`src/rtl/vga_sync_gen_if.sv`:
```
// vga_sync_gen_if
//   Timing bundle published by the VGA sync generator to downstream object
//   generators (logos, sprites, text).
//   master : driven by vga_sync_gen
//   slave  : consumers of the timing
//   Signals:
//     hsync, vsync : registered sync outputs (polarity set by the generator)
//     video_on     : (pix_x, pix_y) lies inside the active area
//     p_tick       : pixel enable, one clk wide
//     refr_tick    : once-per-frame tick at the first line of vertical blanking
//     pix_x, pix_y : current pixel coordinates
interface vga_sync_gen_if;
  logic       hsync;
  logic       vsync;
  logic       video_on;
  logic       p_tick;
  logic       refr_tick;
  logic [9:0] pix_x;
  logic [9:0] pix_y;

  modport master (
    output hsync, vsync, video_on, p_tick, refr_tick, pix_x, pix_y
  );

  modport slave (
    input hsync, vsync, video_on, p_tick, refr_tick, pix_x, pix_y
  );
endinterface

```
`src/rtl/vga_sync_gen.sv`:
```
// vga_sync_gen
//   Free-running VGA timing generator (640x480@60 by default). Divides clk
//   down to a pixel enable, keeps horizontal/vertical pixel counters and
//   drives registered hsync/vsync aligned with the counters.
//   Ports:
//     clk   : system clock
//     reset : asynchronous, active-high
//     vga   : timing bundle (master side): hsync, vsync, video_on, p_tick,
//             refr_tick, pix_x, pix_y
module vga_sync_gen #(
  parameter int CLK_DIV   = 2,
  parameter int H_DISPLAY = 640,
  parameter int H_FRONT   = 16,
  parameter int H_SYNC    = 96,
  parameter int H_BACK    = 48,
  parameter int V_DISPLAY = 480,
  parameter int V_FRONT   = 10,
  parameter int V_SYNC    = 2,
  parameter int V_BACK    = 33,
  parameter bit SYNC_POL  = 1'b0
) (
  input  logic           clk,
  input  logic           reset,
  vga_sync_gen_if.master vga
);

  localparam int H_TOTAL = H_DISPLAY + H_FRONT + H_SYNC + H_BACK;
  localparam int V_TOTAL = V_DISPLAY + V_FRONT + V_SYNC + V_BACK;

  localparam logic [9:0] H_LAST   = 10'(H_TOTAL - 1);
  localparam logic [9:0] V_LAST   = 10'(V_TOTAL - 1);
  localparam logic [9:0] H_ACT    = 10'(H_DISPLAY);
  localparam logic [9:0] V_ACT    = 10'(V_DISPLAY);
  localparam logic [9:0] HS_START = 10'(H_DISPLAY + H_FRONT);
  localparam logic [9:0] HS_END   = 10'(H_DISPLAY + H_FRONT + H_SYNC - 1);
  localparam logic [9:0] VS_START = 10'(V_DISPLAY + V_FRONT);
  localparam logic [9:0] VS_END   = 10'(V_DISPLAY + V_FRONT + V_SYNC - 1);

  // A one-bit divider is kept for CLK_DIV = 1; it then sits at 0, which is
  // also the terminal count, so the pixel enable is permanently high.
  localparam int                DIV_W    = (CLK_DIV > 1) ? $clog2(CLK_DIV) : 1;
  localparam logic [DIV_W-1:0]  DIV_LAST = DIV_W'(CLK_DIV - 1);

  logic [DIV_W-1:0] r_div;
  logic [9:0]       r_pix_x;
  logic [9:0]       r_pix_y;
  logic             r_hsync;
  logic             r_vsync;

  logic             w_div_last;
  logic             w_p_tick;
  logic             w_x_wrap;
  logic             w_y_wrap;
  logic [9:0]       w_x_next;
  logic [9:0]       w_y_next;
  logic             w_hsync_next;
  logic             w_vsync_next;

  always_comb begin
    w_div_last = (r_div == DIV_LAST);
    w_p_tick   = w_div_last && !reset;
    w_x_wrap   = (r_pix_x == H_LAST);
    w_y_wrap   = (r_pix_y == V_LAST);
    w_x_next   = r_pix_x;
    w_y_next   = r_pix_y;
    if (w_p_tick) begin
      w_x_next = w_x_wrap ? '0 : r_pix_x + 10'd1;
      if (w_x_wrap) begin
        w_y_next = w_y_wrap ? '0 : r_pix_y + 10'd1;
      end
    end
    // Syncs decode the next-count values so the registered outputs line up
    // with pix_x/pix_y in the same cycle.
    w_hsync_next = ((w_x_next >= HS_START) && (w_x_next <= HS_END)) ? SYNC_POL : ~SYNC_POL;
    w_vsync_next = ((w_y_next >= VS_START) && (w_y_next <= VS_END)) ? SYNC_POL : ~SYNC_POL;
  end

  always_ff @(posedge clk or posedge reset) begin
    if (reset) begin
      r_div   <= '0;
      r_pix_x <= '0;
      r_pix_y <= '0;
      r_hsync <= ~SYNC_POL;
      r_vsync <= ~SYNC_POL;
    end else begin
      r_div   <= w_div_last ? '0 : r_div + DIV_W'(1);
      r_pix_x <= w_x_next;
      r_pix_y <= w_y_next;
      r_hsync <= w_hsync_next;
      r_vsync <= w_vsync_next;
    end
  end

  assign vga.hsync     = r_hsync;
  assign vga.vsync     = r_vsync;
  assign vga.pix_x     = r_pix_x;
  assign vga.pix_y     = r_pix_y;
  assign vga.p_tick    = w_p_tick;
  assign vga.video_on  = (r_pix_x < H_ACT) && (r_pix_y < V_ACT) && !reset;
  // First pixel of vertical blanking: consumers may move objects here
  // without tearing an active line.
  assign vga.refr_tick = w_p_tick && (r_pix_x == '0) && (r_pix_y == V_ACT);

endmodule

```
`src/flat_wrapper.sv`:
```
// flat-port wrapper written by rule: the top's interface ports become plain ports
module vga_sync_gen_flat 
#(
  parameter int CLK_DIV   = 2,
  parameter int H_DISPLAY = 640,
  parameter int H_FRONT   = 16,
  parameter int H_SYNC    = 96,
  parameter int H_BACK    = 48,
  parameter int V_DISPLAY = 480,
  parameter int V_FRONT   = 10,
  parameter int V_SYNC    = 2,
  parameter int V_BACK    = 33,
  parameter bit SYNC_POL  = 1'b0
)
  (clk, reset, vga_hsync, vga_vsync, vga_video_on, vga_p_tick, vga_refr_tick, vga_pix_x, vga_pix_y);
  vga_sync_gen_if vga_i ();
  input  logic clk;
  input  logic reset;
  output wire logic [$bits(vga_i.hsync)-1:0] vga_hsync;
  output wire logic [$bits(vga_i.vsync)-1:0] vga_vsync;
  output wire logic [$bits(vga_i.video_on)-1:0] vga_video_on;
  output wire logic [$bits(vga_i.p_tick)-1:0] vga_p_tick;
  output wire logic [$bits(vga_i.refr_tick)-1:0] vga_refr_tick;
  output wire logic [$bits(vga_i.pix_x)-1:0] vga_pix_x;
  output wire logic [$bits(vga_i.pix_y)-1:0] vga_pix_y;
  assign vga_hsync = vga_i.hsync;
  assign vga_vsync = vga_i.vsync;
  assign vga_video_on = vga_i.video_on;
  assign vga_p_tick = vga_i.p_tick;
  assign vga_refr_tick = vga_i.refr_tick;
  assign vga_pix_x = vga_i.pix_x;
  assign vga_pix_y = vga_i.pix_y;
  vga_sync_gen #(.CLK_DIV(CLK_DIV), .H_DISPLAY(H_DISPLAY), .H_FRONT(H_FRONT), .H_SYNC(H_SYNC), .H_BACK(H_BACK), .V_DISPLAY(V_DISPLAY), .V_FRONT(V_FRONT), .V_SYNC(V_SYNC), .V_BACK(V_BACK), .SYNC_POL(SYNC_POL)) u_core (.clk(clk), .reset(reset), .vga(vga_i));
endmodule
```
`config.mk`:
```
export PLATFORM = sky130hd
export DESIGN_NAME = vga_sync_gen_flat
export DESIGN_NICKNAME = d
export VERILOG_FILES = /design/src/rtl/vga_sync_gen_if.sv /design/src/rtl/vga_sync_gen.sv /design/src/flat_wrapper.sv
export SDC_FILE = /design/constraint.sdc
export NUM_CORES = 1
export LEC_CHECK = 0
export ABC_AREA = 1
export CORE_MARGIN = 10
export CORE_UTILIZATION = 52
export DETAILED_ROUTE_END_ITERATION = 8
export PLACE_DENSITY = 0.79
export SLEW_MARGIN = 5
export SYNTH_ARGS = -nofsm -noshare
export SYNTH_HDL_FRONTEND = slang
export SYNTH_SLANG_ARGS = --single-unit
```
`constraint.sdc`:
```
create_clock -name clk -period 1.8 [get_ports clk]
set_clock_uncertainty 0.1 [all_clocks]
set_input_delay 0.18 -clock clk [delete_from_list [all_inputs] [get_ports clk]]
set_output_delay 0.18 -clock clk [all_outputs]
set_load 0.02 [all_outputs]
```
==> metrics.yaml <==
floorplan:
  rows: 19
  die_area_mm2: 0.00536
  die_y_um: 73.2
  initial_core_util_pct: 53.9
  die_x_um: 73.2
  io_pins: 27
  core-area_mm2: 0.00273
placed_design:
  dp_hpwl_um: 3260
  io_buffers: 26
  gp_congestion: 0.889
  place_area_mm2: 0.00205
synthesis:
  netlist_area_mm2: 0.00147
  yosys_warnings: 0
  ys_seq_area_share_pct: 39.3
  synth_cell_types: 29
  synth.avg_cell_area_um2: 7.33
  yosys.area.top_type_share_pct: 35.7
  synth_seq_cells: 23
  synth_largest_area_cell: "dfrtp_1"
  yosys-top-cells-area: "dfrtp_1 36%, nand2_1 10%, inv_1 8.2%, nand3_1 7.1%, nor2_1 4.6%"
  synthCells: 201
  synthesis.nets: 207
pwr:
  powerDensity_mw_per_mm2: 749
  irDropWorstVdd_v: 0.000974
  p_leak_nw: 1.09
status:
  violations: "negative setup slack"
  status: "complete, but fails checks"
critical_path:
  cp_max_fo: 2
  crit_family: "simple AND/OR/NAND/NOR gates"
  cp-end-kind: "output port"
  cp.arrival_ns: 1.55
  path_class: "reg2out"
  worstPathCellList: "inv_2, ha_1, nand4_1, nor4_2, nand3_1, nor2_1, buf_4"
  crit_required_ns: 1.52
  cpMaxStageDelayCell: "dfrtp_1"
  regToRegStartpoint: "u_core.vga.pix_x[0]$_DFF_PP0_"
  startpoint_type: "flip-flop"
  path_buf_inv: 2
  max_stage_delay_ns: 0.41
  setup.worst_path.start: "u_core.vga.pix_x[0]$_DFF_PP0_"
finish:
  drive_gt1_share_pct: 31.0
  post-route-util_pct: 79.6
  fin_area_mm2: 0.00218
  diodes: 0
  fin_nets: 278
  area_growth_syn_to_layout_pct: 47.8
grt:
  first_global_vias: 1479
  antenna_found_initial: 0
  grt_overflow: 0
  track_usage_pct: 15.5
  grt_start_max_net_pins: 14
  grt_pass1_wl_um: 6700
sta:
  setup_ws_ns: -0.0328
  max_clock_freq_mhz: 546
  setup_violations: 1
  fin_crit_ns: 1.83
  worstMarginPinSlew_ns: 0.279
  finalCritPeriodShare_pct: 102
  setup_tns_ns: -0.0328
  slew_violations: 0
  slew_headroom_pct: 81.3
  rsz0062_at_grt: "true"
  hold_violations: 0
clock_network:
  worst_skew_pair.late_latency_ns: 0.31
  clkTransAtPathRegs_ns: 0.13
  cts_max_level: 1
  clockRootBuffer: "clkbuf_4"
  cts_buffers: 3
  cts_num_sinks: 23
  cts_tree: "done"
  cts_buffer_depth: 2
detailed_routing:
  routed_via_density: 5.23
  wl_per_cell_um: 14.4
  num_vias: 1578
  drt_pass1_iterations: 4
  drc: 0
  ant_nets: 0
  drt_iter0_drc: 106
  finalWirelength_um: 4360
run:
  cap_violations: 0
min_path:
  hp-class: "in2async"
## cells by family after synthesis
kind of cell	count (synthesis)	synth area share [%]
and+or+nand+nor	109	37.6
buffers and inverters	44	11.5
DFF	23	39.3
AOI/OAI and AO/OA	19	7.14
adders and majority gates	4	3.40
xor gates and xnor gates	2	1.19
## sequential cells by signal, summed over array words and instances, names as in the netlist
register,count
u_core.vga.pix_y,10
u_core.r_div,1
u_core.vga.pix_x,10
u_core.vga.vsync,1
u_core.vga.hsync,1
## report_power, final
| group | internal [W] | leakage, nW | switching [W] |
|---|---|---|---|
| Sequential | 0.000583 | 0.247 | 0.0000404 |
| Combinational | 0.000339 | 0.828 | 0.000423 |
| Clock | 0.0000867 | 0.0150 | 0.000159 |
| Total | 0.00101 | 1.09 | 0.000623 |
## cell usage in the layout (no fill, tap or decap), types with 3 or more instances in the layout
cell             count
inv_1               30
nor2_1              16
nand2_2              4
buf_4               43
nand4_1              8
nand3_1             21
a21oi_1              3
dfrtp_1             21
clkbuf_4             3
nand2_1             40
o21ai_1              6
nor3_2               4
nor2_2               4
inv_2               10
o21ai_0              6
clkdlybuf4s50_1     22
ha_1                 3
## area by class of cell
type / instances / area, um^2
well taps: 31 / 38.8
inverters: 42 / 159
repair buffers: 68 / 584
fillers: 191 / 557
flip-flops and latches: 23 / 578
clock buffers: 4 / 26.3
multi-input cells: 134 / 791
## per-stage QoR
stage / worst slack [ns] / cells / power (W) / hold WS [ns]
after CTS: -0.0300 / 297 / 0.00158 / 0.0992
final: -0.0328 / 302 / 0.00163 / 0.114
after global placement: -0.133 / 293 / 0.00132 / 0.315
after floorplan: 0.0608 / 201 / 0.000980 / -0.0403
after global routing: -0.136 / 302 / 0.00173 / 0.124
after detailed placement: -0.187 / 293 / 0.00133 / 0.317
## path summary, 6_finish.rpt
kind	end	cells after the start	slack, ns
worst max-delay path	vga_refr_tick	7	-0.03
worst min-delay path	u_core.vga.pix_y[2]$_DFF_PP0_	3	0.11
worst max register to register	u_core.vga.vsync$_DFF_PP1_	12	0.01
worst min register to register	u_core.r_div$_DFF_PP0_	1	0.33
max in group asynchronous	u_core.vga.vsync$_DFF_PP1_	3	1.25
min in group clk	u_core.r_div$_DFF_PP0_	1	0.33
## synth_stat cells
| cell type | number |
|---|---|
| a21oi_1 | 3 |
| dfstp_2 | 2 |
| nand4_2 | 1 |
| dfrtp_1 | 21 |
| clkinv_1 | 1 |
| nand4_1 | 8 |
| buf_2 | 2 |
| nor3_1 | 5 |
| nor2_4 | 2 |
| nor4_1 | 2 |
| nand3_1 | 21 |
| ha_1 | 4 |
| o21ai_2 | 2 |
| nor2_2 | 2 |
| nand2_1 | 40 |
| nand3b_1 | 1 |
| xor2_1 | 2 |
| o211ai_1 | 1 |
| nor2_1 | 18 |
| nand4_4 | 1 |
| nand2_2 | 4 |
| clkinv_2 | 1 |
| nand3_2 | 1 |
| inv_1 | 32 |
| nand2_4 | 1 |
| nor3_2 | 2 |
| o21ai_1 | 6 |
| inv_2 | 8 |
| o21ai_0 | 7 |
## metal layers
| layer | part of all wire (%) | track usage (%) | vias up |
|---|---|---|---|
| met5 | 0 | 0 | - |
| met4 | 1.4 | 4.85 | 0 |
| met3 | 6.8 | 3.67 | 9 |
| met2 | 50 | 25.1 | 51 |
| met1 | 42 | 19.6 | 734 |
| li1 | - | - | 784 |
## worst reg2reg max path: cells and delay by family (launching register included)
family / cells / cell delay, ns
and+or+nand+nor: 8 / 0.75
DFF: 1 / 0.38
buffers and inverters: 3 / 0.33
adders and majority gates: 1 / 0.16
## what timing repair did
item                                   CTS  global route
buffers inserted                         0             5
pin swaps                                1             4
gates cloned                             0             0
endpoints found under the hold margin    0             0
resized for setup                       15            13
setup endpoints to repair                5             8
hold buffers                             0             0
No activity file was read; power rests on OpenSTA's default activity.
